--- config.mk ---
export PLATFORM = sky130hd
export DESIGN_NAME = register_file_scoreboard
export DESIGN_NICKNAME = d
export VERILOG_FILES = /design/src/rtl/register_file_scoreboard.sv
export SDC_FILE = /design/constraint.sdc
export NUM_CORES = 2
export LEC_CHECK = 0
export ABC_AREA = 0
export CORE_ASPECT_RATIO = 2
export CORE_UTILIZATION = 30
export CTS_BUF_LIST = sky130_fd_sc_hd__clkbuf_8 sky130_fd_sc_hd__clkbuf_16
export CTS_CLUSTER_SIZE = 30
export DETAILED_ROUTE_END_ITERATION = 7
export HOLD_SLACK_MARGIN = 0.08
export PLACE_DENSITY = 0.56
export SYNTH_ARGS = -nofsm -noshare
export SYNTH_HDL_FRONTEND = slang
export SYNTH_SLANG_ARGS = --single-unit
--- constraint.sdc ---
create_clock -name clock -period 8.15 [get_ports clock]
set_clock_uncertainty 0.05 [all_clocks]
set_input_delay 1.63 -clock clock [delete_from_list [all_inputs] [get_ports clock]]
set_output_delay 1.63 -clock clock [all_outputs]
set_load 0.01 [all_outputs]
--- src/rtl/register_file_scoreboard.sv ---
`default_nettype none
// ============================================================================
// Module   : register_file_scoreboard
// Brief    : 2-write / 2-async-read register file with per-register pending
//            (scoreboard) bits and a registered busy count.
//            Optional macro REGFILE_BYPASS_EN enables same-cycle write-to-read
//            forwarding on data and pending outputs.
// Revision : 1.0
// ============================================================================
module register_file_scoreboard #(
    parameter int DATA_WIDTH = 32,
    parameter int REG_COUNT  = 32,
    parameter int ADDR_WIDTH = $clog2(REG_COUNT),
    parameter int ZERO_REG   = 1
) (
    input  logic                  clock,
    input  logic                  reset,
    input  logic [ADDR_WIDTH-1:0] read_selector_1,
    input  logic [ADDR_WIDTH-1:0] read_selector_2,
    output logic [DATA_WIDTH-1:0] read_value_1,
    output logic [DATA_WIDTH-1:0] read_value_2,
    output logic                  pending_1,
    output logic                  pending_2,
    input  logic                  write_enable_a,
    input  logic [ADDR_WIDTH-1:0] write_selector_a,
    input  logic [DATA_WIDTH-1:0] write_value_a,
    input  logic                  write_enable_b,
    input  logic [ADDR_WIDTH-1:0] write_selector_b,
    input  logic [DATA_WIDTH-1:0] write_value_b,
    input  logic                  reserve_enable,
    input  logic [ADDR_WIDTH-1:0] reserve_selector,
    output logic [ADDR_WIDTH:0]   busy_count
);

    localparam logic [REG_COUNT-1:0] c_ZERO_MASK =
        (ZERO_REG != 0) ? REG_COUNT'(1) : '0;

    logic [DATA_WIDTH-1:0] r_regs [REG_COUNT];
    logic [REG_COUNT-1:0]  r_pending;
    logic [ADDR_WIDTH:0]   r_busy_count;

    logic [REG_COUNT-1:0]  w_wr_a;
    logic [REG_COUNT-1:0]  w_wr_b;
    logic [REG_COUNT-1:0]  w_rsv;
    logic [REG_COUNT-1:0]  w_clr;
    logic [REG_COUNT-1:0]  w_pend_next;
    logic [ADDR_WIDTH:0]   w_next_count;

    // One-hot decodes with register 0 masked out when it is hardwired to zero.
    assign w_wr_a = write_enable_a ? ((REG_COUNT'(1) << write_selector_a) & ~c_ZERO_MASK) : '0;
    assign w_wr_b = write_enable_b ? ((REG_COUNT'(1) << write_selector_b) & ~c_ZERO_MASK) : '0;
    assign w_rsv  = reserve_enable ? ((REG_COUNT'(1) << reserve_selector) & ~c_ZERO_MASK) : '0;
    assign w_clr  = w_wr_a | w_wr_b;

    // A reservation always beats a same-cycle clear: it names a new producer.
    assign w_pend_next = (r_pending & ~w_clr) | w_rsv;

    always_comb begin
        w_next_count = '0;
        for (int i = 0; i < REG_COUNT; i++) begin
            w_next_count = w_next_count + (ADDR_WIDTH+1)'(w_pend_next[i]);
        end
    end

    always_ff @(posedge clock) begin
        if (reset) begin
            r_pending    <= '0;
            r_busy_count <= '0;
        end else begin
            r_pending    <= w_pend_next;
            r_busy_count <= w_next_count;
        end
    end

    always_ff @(posedge clock) begin
        for (int i = 0; i < REG_COUNT; i++) begin
            if (reset) begin
                r_regs[i] <= '0;
            end else if (w_wr_a[i]) begin
                r_regs[i] <= write_value_a;
            end else if (w_wr_b[i]) begin
                r_regs[i] <= write_value_b;
            end
        end
    end

    assign busy_count = r_busy_count;

`ifdef REGFILE_BYPASS_EN
    always_comb begin
        read_value_1 = r_regs[read_selector_1];
        if (w_wr_a[read_selector_1]) begin
            read_value_1 = write_value_a;
        end else if (w_wr_b[read_selector_1]) begin
            read_value_1 = write_value_b;
        end
        read_value_2 = r_regs[read_selector_2];
        if (w_wr_a[read_selector_2]) begin
            read_value_2 = write_value_a;
        end else if (w_wr_b[read_selector_2]) begin
            read_value_2 = write_value_b;
        end
    end

    assign pending_1 = r_pending[read_selector_1] &
                       ~(w_clr[read_selector_1] & ~w_rsv[read_selector_1]);
    assign pending_2 = r_pending[read_selector_2] &
                       ~(w_clr[read_selector_2] & ~w_rsv[read_selector_2]);
`else
    // Register 0 is never written when hardwired, so it holds its reset zero.
    assign read_value_1 = r_regs[read_selector_1];
    assign read_value_2 = r_regs[read_selector_2];
    assign pending_1    = r_pending[read_selector_1];
    assign pending_2    = r_pending[read_selector_2];
`endif

endmodule
`default_nettype wire
; Word-level counts from Yosys, hierarchy flattened
; Memories as Yosys holds them, arrays and structs flattened.
; Cells that the tools add are included.
[word_totals]
reg_bits = 38
memories = 1
ramBits = 1024
elab_cells = 404
[memory_table]
columns = name, words, width, rd, rd_clocked_by_memory_dff, write_ports, line
row1 = r_regs, 32, 32, 2, 0, 32, 38  ; logic [DATA_WIDTH-1:0] r_regs [REG_COUNT];
[classes]
bitwise_logic = 68
mux = 297
magnitude_cmp = 2
add_sub_neg = 31
shifts = 3
[op_table]
columns = operator, count
row1 = two-way mux 32 bit, 67
row2 = two-way mux 1 bit, 228
row3 = adder 6 x 1 -> 6 bit, 26
row4 = "<< shifter 1 x 5 -> 32 bit, first input constant", 3
row5 = bitwise OR 1 bit, 64
row6 = bitwise OR 32 bit, 2
row7 = AND 32 bit, 1
row8 = NOT 32 bit, 1
row9 = "< comparator 5 x 6 -> 1 bit, second input constant", 2
row10 = binary-select mux 1 bit (select 5 bit), 2
row11 = adder 5 x 1 -> 6 bit, 1
row12 = adder 4 x 1 -> 5 bit, 1
row13 = adder 3 x 1 -> 4 bit, 1
row14 = adder 2 x 1 -> 3 bit, 1
row15 = adder 1 x 1 -> 2 bit, 1

; Longest topological paths before layout
[depth]
depth_word = 37
mapped_depth = 20
depth_no_buf = 19

; Worst setup path before layout
; Ideal clock, no wire load.
[synth_path]
path_type = input -> register
start = input port write_selector_a[1]
end = register r_busy_count[4], in the netlist busy_count[4]
path_buffers = 1
cell_stages = 18
path_slack_ps = 1134
required_ps = 7972
t_arrival_ps = 6839
path_cell_list = buf_2 -> nor4b_4 -> a22oi_1 -> a22o_1 -> fa_1 -> inv_1 -> fa_1 -> fa_1 -> fa_1 -> fa_1 -> fa_1 -> inv_1 -> fa_1 -> fa_1 -> a21o_1 -> a21oi_1 -> xor2_1 -> nor2_1
[synth_via]
elab_chain_len = 37
[synth_rtl]
columns = item, line
row1 = "start, declared", 25  ; input logic [ADDR_WIDTH-1:0] write_selector_a,
row2 = << shifter 1 x 5 -> 32 bit, 50  ; assign w_wr_a = write_enable_a ? ((REG_COUNT'(1) << write_selector_a) & ~c_ZERO_MASK) : '0;
row3 = two-way mux 32 bit, 50
row4 = bitwise OR 32 bit, 53  ; assign w_clr = w_wr_a | w_wr_b;
row5 = NOT 32 bit, 56  ; assign w_pend_next = (r_pending & ~w_clr) | w_rsv;
row6 = AND 32 bit, 56
row7 = bitwise OR 32 bit, 56
row8 = via w_pend_next[1], 46  ; logic [REG_COUNT-1:0] w_pend_next;
row9 = adder 1 x 1 -> 2 bit, 61  ; w_next_count = w_next_count + (ADDR_WIDTH+1)'(w_pend_next[i]);
row10 = adder 2 x 1 -> 3 bit, 61
row11 = adder 3 x 1 -> 4 bit, 61
row12 = adder 4 x 1 -> 5 bit, 61
row13 = adder 5 x 1 -> 6 bit, 61
row14 = adder 6 x 1 -> 6 bit (26 in a row), 61
row15 = "end signal, assigned", 71  ; r_busy_count <= w_next_count;
row16 = "end, declared", 40  ; logic [ADDR_WIDTH:0] r_busy_count;
; The timed path passes the listed nets, and every way through them passes these cells.
; A chain may end at the register's enable or synchronous reset.

; Final worst setup path
[layout_path]
start = input port write_selector_a[3]
end = register r_busy_count[4], in the netlist busy_count[4]
[layout_via]
elab_chain_len = 37
[layout_rtl]
columns = item, line
row1 = << shifter 1 x 5 -> 32 bit (*), 50
row2 = two-way mux 32 bit (*), 50
row3 = bitwise OR 32 bit (*), 53
row4 = NOT 32 bit (*), 56
row5 = AND 32 bit (*), 56
row6 = bitwise OR 32 bit (*), 56
row7 = adder 1 x 1 -> 2 bit, 61
row8 = adder 2 x 1 -> 3 bit, 61
row9 = adder 3 x 1 -> 4 bit, 61
row10 = adder 4 x 1 -> 5 bit, 61
row11 = adder 5 x 1 -> 6 bit, 61
row12 = adder 6 x 1 -> 6 bit (25 in a row), 61
row13 = adder 6 x 1 -> 6 bit (*), 61
; Every way passes the cells marked *; elsewhere a longest branch is shown, timed or not.

==> flow_summary.yaml <==
global_routing:
  track_usage: 0.258
  grt_pass1_wl_um: 366000
  grt_max_degree: 84
  grt_overflow: 0
  grt_pass1_vias: 46000
  antenna_found_initial: 24
layout:
  final_common_cell: "a22o_1"
  drive_gt1_frac: 0.234
  area_delta_synth_final_pct: 12.9
  final_nets: 4246
  final_cells: 6781
  final_cell_mix: "a22o_1 (1,168), edfxtp_1 (992), mux4_2 (396)"
  fillCellCount: 19200
  post-route-util: 0.341
routing:
  first_iter_violations: 6171
  wirelength_um: 269000
  dr.pass1.iters: 6
  drc: 0
  via_per_inst: 6.68
  num_vias: 45300
  ant_nets: 0
  routedWlPerCell_um: 39.7
cts:
  postCtsSetupBuffers: 0
  cts_resized: 0
  cts_buffers: 92
  clock-root-buffer: "clkbuf_16"
  cts.sinks: 1029
  h-tree-depth: 3
  ctsHoldBuffers: 0
  cts.path.max_buffers: 3
  cts_tree: "done"
  clkLatencyLatePin_ps: 710
  clk_pin_slew_ps: 70
run_status:
  status: "complete, no violations"
pwr:
  p_sw_mw: 3.56
  power_mw: 12.9
  seq_power_share: 0.488
  p_sw_frac: 0.276
  clockPowerShare: 0.355
  powerDensity_mw_per_mm2: 189
  p_leak_nw: 23.1
  combPwrFrac: 0.157
  irDropWorstVdd_mv: 0.164
  internal_power_mw: 9.32
worst_setup_path:
  cp-start-kind: "input pin"
  slowest_delay_ps: 720
  crit_path_end_kind: "register"
  critPathMaxFanout: 10
  crit_path_top_delay_cell: "clkdlybuf4s50_1"
  crit_path_cell_trace: "clkdlybuf4s50_1, buf_4, and4b_1, nand2_1, a32oi_1, fa_1, fa_1, fa_1, fa_1, fa_1, fa_1, inv_1, fa_1, fa_1, a21o_1, a21oi_1, xor2_1, nor2_1"
  worst_ep_required_time_ps: 8660
  rr_worst_depth: 14
  crit_arrival_ps: 8020
  path_class: "in2reg"
  critical_path.most_common_cell: "fa_1"
min_path:
  hold_path_class: "reg2reg"
  min_path_cells: 2
sta:
  fin_setup_tns_ps: 0
  hold_violations: 0
  finalCritPeriodShare: 0.922
  setup_ws_ps: 639
  fmax_mhz: 133
  worst_pin_slew_ps: 1400
  relSlewSlack: 0.0665
  setup_viol: 0
  post-route-min-period_ps: 7510
  slew_viol_final: 0
  rsz0062_at_grt: "no"
logic_synthesis:
  ys_seq_area_frac: 0.506
  synthCells: 4238
  async_flop_share: 0
  ys_types: 55
  synth_top_cell_area_share: 0.494
  synth_ff_type: "edfxtp_1"
  yosys.area.top_type: "edfxtp_1"
  synth_seq_cells: 1029
  yosysWarnings: 0
  syn_area_mm2: 0.0603
  yosys-top-cells-area: "edfxtp_1 (49%), a22o_1 (17%), mux4_2 (15%)"
  syn_avg_cell_area_um2: 14.2
  synth_nets: 4362
  synth_edf_count: 992
floorplan:
  die_area_mm2: 0.203
  rows: 232
  start_util: 0.302
  die_h_um: 636
  pin_count: 166
  die_w_um: 319
  coreArea_mm2: 0.200
placement:
  portBuffers: 165
  place_ws_ps: 27.5
  hpwl_um: 162000
  placedCellCount: 6602
  gp_congestion: 0.982
job:
  drv_cap: 0
[routing by layer]
layer	global-route usage	wire, um
met5	0	240
met4	0.198	23900
met3	0.0551	25700
met2	0.438	131000
met1	0.280	88200
[synth_stat cells, drive strengths merged (37+ instances only)]
cell type,number
a22o,1168
edfxtp,992
clkbuf,397
mux4,396
buf,241
mux2i,200
nor2,90
and2,81
a211oi,68
o21ai,66
o22ai,66
o31ai,66
mux2,65
nand2,63
a22oi,44
dfxtp,37
[sequential cells by signal, indices dropped and copies added, names as in the netlist]
register    cells
busy_count      6
r_pending      31
r_regs        992
[stage by stage]
stage	hold slack (ps)	instance area (um^2)
6_report	568	68000
2_1_floorplan	449	60300
5_1_grt	586	68000
3_5_place_dp	556	65000
4_1_cts	566	68000
3_3_place_gp	565	65000
[worst max-delay path: cells and delay by family]
family,cells,cell delay [ps]
buffers and inverters,3,1020
AND/OR/NAND/NOR,3,480
adder cells (fa/ha/maj),8,4040
AO/OA/AOI/OAI,3,660
XOR/XNOR,1,150
[layout make-up]
type / count / area, um^2 / area share
multi-input combinational: 2546 / 27300 / 0.402
antenna: 8 / 20.0 / 0.000294
clock inverter: 76 / 654 / 0.00962
timing repair buffer: 428 / 3820 / 0.0561
clock buffer: 95 / 2350 / 0.0346
tap: 2574 / 3220 / 0.0473
sequential: 1029 / 30500 / 0.449
inverter: 25 / 93.8 / 0.00138
[final timing paths]
check	startpoint	end	slack (ps)
hold reg to reg	r_pending[6]$_SDFF_PP0_	r_pending[6]$_SDFF_PP0_	570
hold / removal	r_pending[6]$_SDFF_PP0_	r_pending[6]$_SDFF_PP0_	570
setup / recovery	write_selector_a[3]	busy_count[4]$_SDFF_PP0_	640
setup reg to reg	r_pending[26]$_SDFF_PP0_	busy_count[4]$_SDFF_PP0_	2500
[power groups by stage]
stage               clock network (mW)  registers [mW]  logic [mW]
global placement                     0            6.36        1.98
floorplan                            0            6.33        1.17
detailed placement                   0            6.39        1.99
finish                            4.57            6.29        2.02
global route                      4.76            6.32        2.07
CTS                               4.59            6.28        1.99
[cells by family after synthesis]
family                   Yosys count  synth area share
AO/OA/AOI/OAI                   1508             0.208
multiplexers                     661             0.193
adder cells (fa/ha/maj)           30           0.00909
flip-flops                      1029             0.506
AND/OR/NAND/NOR                  344            0.0330
XOR/XNOR                           3          0.000436
buffers and inverters            663            0.0492
No activity file was read; power rests on OpenSTA's default activity.
